**config.mk**
```make
export PLATFORM = sky130hd
export DESIGN_NAME = dma_priority_arbiter
export DESIGN_NICKNAME = d
export VERILOG_FILES = /design/src/rtl/dma_priority_arbiter.sv
export SDC_FILE = /design/constraint.sdc
export NUM_CORES = 1
export LEC_CHECK = 0
export CAP_MARGIN = 40
export CORE_MARGIN = 8
export CORE_UTILIZATION = 49
export DETAILED_ROUTE_END_ITERATION = 6
export GPL_TIMING_DRIVEN = 0
export PLACE_DENSITY = 0.79
export SYNTH_ARGS = -nofsm -noshare
export SYNTH_HDL_FRONTEND = slang
export SYNTH_SLANG_ARGS = --single-unit
```
**constraint.sdc**
```tcl
create_clock -name CLK -period 2.7 [get_ports CLK]
set_clock_uncertainty 0.2 [all_clocks]
set_input_delay 0.405 -clock CLK [delete_from_list [all_inputs] [get_ports CLK]]
set_output_delay 0.405 -clock CLK [all_outputs]
set_load 0.1 [all_outputs]
```
**src/rtl/dma_priority_arbiter.sv**
```systemverilog
// DMA priority arbiter.
// Combines the raw hardware requests with the mask and software requests,
// picks a winner in fixed or rotating priority order, and runs the
// hold-request handshake with the CPU (HRQ/HLDA). It drives the channel
// acknowledges while a service is in progress. A one-cycle release gap
// always separates two services.
module dma_priority_arbiter #(
    parameter int unsigned HLDA_TIMEOUT = 15
) (
    input  logic       CLK,
    input  logic       RESET,
    input  logic [3:0] DREQ,
    input  logic [7:0] commandReg,
    input  logic [3:0] maskReg,
    input  logic [3:0] requestReg,
    input  logic       HLDA,
    input  logic       tcDone,
    output logic       HRQ,
    output logic [3:0] DACK,
    output logic       grantValid,
    output logic [1:0] grantChannel,
    output logic       hldaTimeout
);

    typedef enum logic [1:0] {
        IDLE    = 2'd0,
        REQ     = 2'd1,
        SERVE   = 2'd2,
        RELEASE = 2'd3
    } state_t;

    // Counter value in the last REQ cycle before the timeout fires.
    localparam logic [7:0] TIMEOUT_LAST = 8'(HLDA_TIMEOUT - 32'd1);

    state_t     state_r;
    logic [1:0] winner_r;
    logic [1:0] pointer_r;
    logic [7:0] count_r;
    logic       hrq_r;
    logic       grant_valid_r;
    logic [1:0] grant_channel_r;
    logic       hlda_timeout_r;

    logic [3:0] eff_req_s;
    logic [1:0] lowest_s;
    logic [1:0] winner_s;
    logic [3:0] dack_active_s;

    // Command bits that have no meaning for this block.
    logic       unused_cmd_s;
    assign unused_cmd_s = ^{commandReg[5], commandReg[3], commandReg[1:0]};

    // The winner is the first requesting channel found when the scan starts
    // just above 'lowest' and wraps modulo 4. The scan runs from lowest
    // priority to highest, so the last hit is the one that wins.
    function automatic logic [1:0] pick_winner(input logic [3:0] req,
                                               input logic [1:0] lowest);
        logic [1:0] winner;
        logic [1:0] idx;
        winner = 2'd0;
        for (int k = 4; k >= 1; k--) begin
            idx = lowest + 2'(k);
            if (req[idx]) begin
                winner = idx;
            end
        end
        return winner;
    endfunction

    // Effective requests and the channel that would win arbitration right now.
    always_comb begin
        eff_req_s = 4'b0000;
        for (int i = 0; i < 4; i++) begin
            eff_req_s[i] = ((DREQ[i] ^ commandReg[6]) & ~maskReg[i]) | requestReg[i];
        end
        // Fixed priority behaves like rotation with channel 3 always lowest.
        lowest_s = commandReg[4] ? pointer_r : 2'd3;
        winner_s = pick_winner(eff_req_s, lowest_s);
    end

    // Acknowledge decode from registered state and winner; polarity is applied last.
    always_comb begin
        dack_active_s = 4'b0000;
        if (state_r == SERVE) begin
            dack_active_s = 4'b0001 << winner_r;
        end else begin
            dack_active_s = 4'b0000;
        end
        DACK = commandReg[7] ? dack_active_s : ~dack_active_s;
    end

    // Arbitration FSM with the HLDA timeout counter and the registered handshake outputs.
    always_ff @(posedge CLK) begin
        if (RESET) begin
            state_r         <= IDLE;
            winner_r        <= 2'd0;
            pointer_r       <= 2'd3;
            count_r         <= 8'd0;
            hrq_r           <= 1'b0;
            grant_valid_r   <= 1'b0;
            grant_channel_r <= 2'd0;
            hlda_timeout_r  <= 1'b0;
        end else begin
            hlda_timeout_r <= 1'b0;
            case (state_r)
                IDLE: begin
                    count_r       <= 8'd0;
                    grant_valid_r <= 1'b0;
                    if (!commandReg[2] && (eff_req_s != 4'b0000)) begin
                        state_r         <= REQ;
                        winner_r        <= winner_s;
                        hrq_r           <= 1'b1;
                        grant_channel_r <= winner_s;
                    end else begin
                        state_r         <= IDLE;
                        hrq_r           <= 1'b0;
                        grant_channel_r <= 2'd0;
                    end
                end
                REQ: begin
                    // The winner stays locked here. HLDA wins over both
                    // the timeout and a dropped request.
                    if (HLDA) begin
                        state_r       <= SERVE;
                        grant_valid_r <= 1'b1;
                        count_r       <= 8'd0;
                    end else if (count_r == TIMEOUT_LAST) begin
                        state_r         <= IDLE;
                        hrq_r           <= 1'b0;
                        grant_channel_r <= 2'd0;
                        count_r         <= 8'd0;
                        hlda_timeout_r  <= 1'b1;
                    end else if (!eff_req_s[winner_r]) begin
                        state_r         <= IDLE;
                        hrq_r           <= 1'b0;
                        grant_channel_r <= 2'd0;
                        count_r         <= 8'd0;
                    end else begin
                        count_r <= count_r + 8'd1;
                    end
                end
                SERVE: begin
                    // Request changes and the disable bit do not end service.
                    // Only a terminal count or a lost HLDA does.
                    if (tcDone || !HLDA) begin
                        state_r         <= RELEASE;
                        hrq_r           <= 1'b0;
                        grant_valid_r   <= 1'b0;
                        grant_channel_r <= 2'd0;
                        if (commandReg[4]) begin
                            pointer_r <= winner_r;
                        end else begin
                            pointer_r <= pointer_r;
                        end
                    end else begin
                        state_r <= SERVE;
                    end
                end
                RELEASE: begin
                    state_r <= IDLE;
                end
                default: begin
                    state_r         <= IDLE;
                    hrq_r           <= 1'b0;
                    grant_valid_r   <= 1'b0;
                    grant_channel_r <= 2'd0;
                    count_r         <= 8'd0;
                end
            endcase
        end
    end

    assign HRQ          = hrq_r;
    assign grantValid   = grant_valid_r;
    assign grantChannel = grant_channel_r;
    assign hldaTimeout  = hlda_timeout_r;

endmodule

```
Word level (Yosys, flattened, before mapping)
Cells that the tools add are included. W data, S select, Z words.

$add $sub $neg: 4. Magnitude comparators: 5. Equality and inequality tests: 9. Shift-type cells: 1. Mux-type cells: 40. Bitwise operators: 18. Reductions and logical operators: 13.

Operator list (count): $mux W8 (3); $mux W2 (11); $pmux W8 S2 (1); $lt A2 B3 Y1 const B (5); $mux W1 (14); $bmux W1 S2 (5); $add A8 B1 Y8 const B (1); $eq A8 B4 Y1 const B (1); $mux W4 (2); $pmux W2 S4 (1); $pmux W1 S3 (2); $pmux W2 S3 (1); $reduce_and A3 Y1 (2); $not A1 Y1 (5); $add A2 B2 Y2 const B (2); $and A1 B1 Y1 (4); $eq A2 B2 Y1 const B (2); $ne A2 B2 Y1 const B (2); $ne A4 B4 Y1 const B (1); $not A4 Y4 (1); $or A1 B1 Y1 (4); $reduce_and A4 Y1 (1); $reduce_bool A4 Y1 (1); $shl A1 B2 Y4 const A (1); other kinds (13) (17).

Flip-flop bits (word level): 19. Output and inout port bits: 9. Logic and storage cells: 98.

Depth between registers and ports, before layout
Depth after elaboration: 11. Depth in mapped cells: 8. Depth with buffers taken out: 8.

Worst setup path after synthesis
Ideal clock, no wire load.

Path kind: flip-flop to output port. Start point: register state_r[0]. End point: output DACK[0]. Arrival time: 2.452 ns. Data required time: 2.095 ns. Slack: -0.357 ns. Stages on the path, launching flop included: 5. Buffers on the path: 0. Cell sequence: dfxtp_1 -> inv_1 -> ha_1 -> and3_1 -> xnor2_1.

Word-level cells in the longest chain between the ends: 4.

Ends and longest elaborated chain: start, declared (RTL line 35) `state_t state_r;`; start signal, assigned (RTL line 95) `state_r <= IDLE;`; start signal, assigned (RTL line 110) `state_r <= REQ;`; start signal, assigned (RTL line 115) `state_r <= IDLE;`; $eq A2 B2 Y1 * (RTL line 84) `if (state_r == SERVE) begin`; $mux W4 * (RTL line 84); $not A4 Y4 (RTL line 89) `DACK = commandReg[7] ? dack_active_s : ~dack_active_s;`; $mux W4 * (RTL line 89); end, declared (RTL line 19) `output logic [3:0] DACK,`.

Every way passes the cells marked *; elsewhere a longest branch is shown, timed or not.

==> flow_summary_export.csv <==
group,metric,value,unit
finish,final_area,0.00191,mm2
critical_path,cp.required,2.10,ns
cts,cts.path.max_buffers,2,
logic_synthesis,yosys_warnings,0,
cts,numCtsBuffers,3,
placement,place_area,0.00184,mm2
worst_hold_path,min_from,"HRQ",
cts,clk_pin_slew,0.12,ns
routing,firstDrtPassIters,6,
cts,ctsHtreeMaxLevel,1,
sta,finalCritPeriodShare,0.984,
logic_synthesis,async_flop_share,0,
logic_synthesis,netlist_area,0.00136,mm2
global_routing,track_usage,0.172,
routing,final_antenna_net_count,0,
status,outcome,"finished, final reports clean",
routing,drc,0,
critical_path,critical_path_class,"flop to primary output",
floorplanning,initial_core_util,0.505,
cts,cts-root-buf,"clkbuf_4",
logic_synthesis,synth_nets,190,
power,ir_drop,0.000334,V
finish,syn_to_final_growth,41.0,%
sta,clock.fmax,377,MHz
sta,fin_hold_ws,0.284,ns
logic_synthesis,ys_types,51,
worst_hold_path,holdPathStages,2,
floorplanning,die_w,68.6,um
critical_path,r2r_end,"grantChannel[1]",
critical_path,r2r_cells,7,
floorplanning,die_h,68.6,um
run,maxCapViolCount,0,
worst_hold_path,holdPathEnd,"HRQ",
floorplanning,core,0.00269,mm2
global_routing,grt_pass1_wl,6350,um
floorplanning,dieArea,0.00471,mm2
logic_synthesis,synth_seq_cells,19,
sta,worst_pin_slew,0.608,ns
cts,cts_tree,"built",
power,power,697,uW
logic_synthesis,synthFlopType,"dfxtp_1",
logic_synthesis,syn_inst,160,
sta,slew_violations,0,
worst_hold_path,hold_path_class,"flop to flop",
finish,antennaDiodeCount,0,
global_routing,grt_pass1_vias,1414,
routing,drt-total-wl,3900,um
critical_path,timing.rr.start,"count_r[1]",
finish,finish.utilization,0.712,
placement,io_buffers,28,
finish,layout.nets,232,
global_routing,overflow,0,
routing,via_per_inst,6.19,
critical_path,crit_buf_inv,2,
global_routing,grt_max_degree,12,
critical_path,regToRegSetupSlack,0.38,ns
power,power.density,364,mW/mm2
cts,numClockSinks,19,
power,p_leak,0.000746,uW
sta,maxSlewHeadroom,0.594,
cts,clk-insertion-delay-late,0.30,ns
critical_path,worstPathMaxFanout,7,
routing,via_count,1436,
sta,final_hold_viol_count,0,
placement,place_congestion,0.836,
sta,period_minus_slack,2.66,ns
routing,drt_iter0_markers,133,
critical_path,cpLargestDelayFamily,"buffers and inverters",
cts,cts_setup_buffers,0,
logic_synthesis,seq_area_frac_synth,0.280,
logic_synthesis,synth_edf_count,0,
sta,layout_setup_ws,0.0444,ns
critical_path,end_kind,"primary output",
critical_path,cp_cell_sequence,"ha_4, nand3_1, xor2_2, clkdlybuf4s50_1, buf_12",
critical_path,cp-start-kind,"flop",
floorplanning,row_count,19,
placement,place_hpwl,2960,um
placement,pre_cts_slack,-0.284,ns
global_routing,antenna_found_initial,0,
critical_path,cpMaxStageDelayCell,"clkdlybuf4s50_1",
routing,avgRoutedWirePerCell,16.8,um
floorplanning,pin_count,33,
critical_path,critPathMaxStageDelay,0.56,ns
sta,finalSetupViolCount,0,
critical_path,arrival,2.05,ns
logic_synthesis,postSynthAreaPerCell,8.48,um2
finish,drive_gt1_frac,0.179,
worst max path at each step:
stage / slack (ns) / startpoint / to / cells after the start
after floorplan: 0.28 / state_r[0] / DACK[0] / 4
after global placement: -0.32 / commandReg[7] / DACK[2] / 3
after detailed placement: -0.28 / commandReg[6] / grantChannel[1] / 7
after CTS: 0.005 / state_r[0] / DACK[3] / 6
after global routing: -0.009 / flop / DACK[3] / 5
final: 0.04 / flop / DACK[3] / 5
worst register-to-register path, stage by stage (launching register included):
cell      delay (ns)
dfxtp_1         0.42
ha_1            0.17
nor4b_1         0.23
nand4b_1        0.25
o31ai_4         0.17
o311ai_2        0.20
or3_4           0.40
o31ai_1         0.21
cell usage after synthesis (2+ instances only):
cell	number	area (um2)
dfxtp_1	19	380
inv_1	12	45.0
nor2_1	12	45.0
a21oi_1	10	50.1
nand2_1	7	26.3
nand3_1	7	35.0
nor3_1	7	35.0
xor2_1	7	61.3
and3_1	6	37.5
ha_1	6	75.1
xnor2_1	6	52.6
a211oi_1	5	37.5
a31oi_1	3	18.8
clkbuf_1	3	11.3
nand3b_1	3	22.5
o21ai_0	3	15.0
o21bai_1	3	22.5
a211o_1	2	17.5
a22o_1	2	17.5
a22oi_1	2	15.0
mux2i_1	2	20.0
o21ba_2	2	20.0
o31ai_1	2	15.0
o31ai_2	2	25.0
per-stage QoR:
step | instances | setup TNS, ns
2_1_floorplan | 160 | 0
4_1_cts | 232 | 0
5_1_grt | 232 | -0.0106
3_5_place_dp | 228 | -0.965
3_3_place_gp | 219 | -1.94
6_report | 232 | 0
state kept, by name, indices dropped and copies added, names as in the netlist, named ones only:
name          flops
state_r           1
grantChannel      2
count_r           8
HRQ               1
grantValid        1
pointer_r         2
winner_r          2
hldaTimeout       1
layout make-up:
class | instances | area, um2
fill | 215 | 774
tap | 31 | 38.8
multi-input combinational | 124 | 956
buffer | 5 | 30.0
sequential | 19 | 382
clock inverter | 1 | 5.00
clock buffer | 3 | 22.5
timing repair buffer | 37 | 433
inverter | 12 | 45.0
routing by layer:
metal,vias to the layer above,part of all wire,track usage
met2,72,0.52,0.314
met4,0,0.016,0.0716
met3,10,0.062,0.0242
met1,682,0.41,0.193
li1,672,-,-
met5,-,0,0
report_power, final:
group          total, uW  switching [uW]  internal, uW
sequential           297            8.34           288
combinational        251             145           106
clock                149            93.5          55.2
total                697             247           449
cells in the final DEF, fill, tap and decap left out, types with 6 or more instances in the layout:
cell	n
a21oi_1	9
dfxtp_1	18
buf_8	6
nor2_1	12
nand2_1	7
nor3_1	7
inv_1	11
and3_1	6
clkdlybuf4s50_1	27
nand3_1	7
repair_timing:
item / 4_1_cts / 5_1_grt
hold buffers: 0 / 0
setup endpoints to repair: 4 / 7
resized for setup: 5 / 5
kinds of logic (layout without fill, tap and decap cells):
| logic type | Yosys count | count (layout) | share of synthesized area |
|---|---|---|---|
| AO/OA/AOI/OAI | 49 | 49 | 0.289 |
| XOR/XNOR | 13 | 13 | 0.0839 |
| adder cells (fa/ha/maj) | 6 | 6 | 0.0553 |
| buffers and inverters | 17 | 58 | 0.0553 |
| flip-flops | 19 | 19 | 0.280 |
| multiplexers | 2 | 2 | 0.0148 |
| AND/OR/NAND/NOR | 54 | 54 | 0.221 |
No activity file was read; power rests on OpenSTA's default activity.
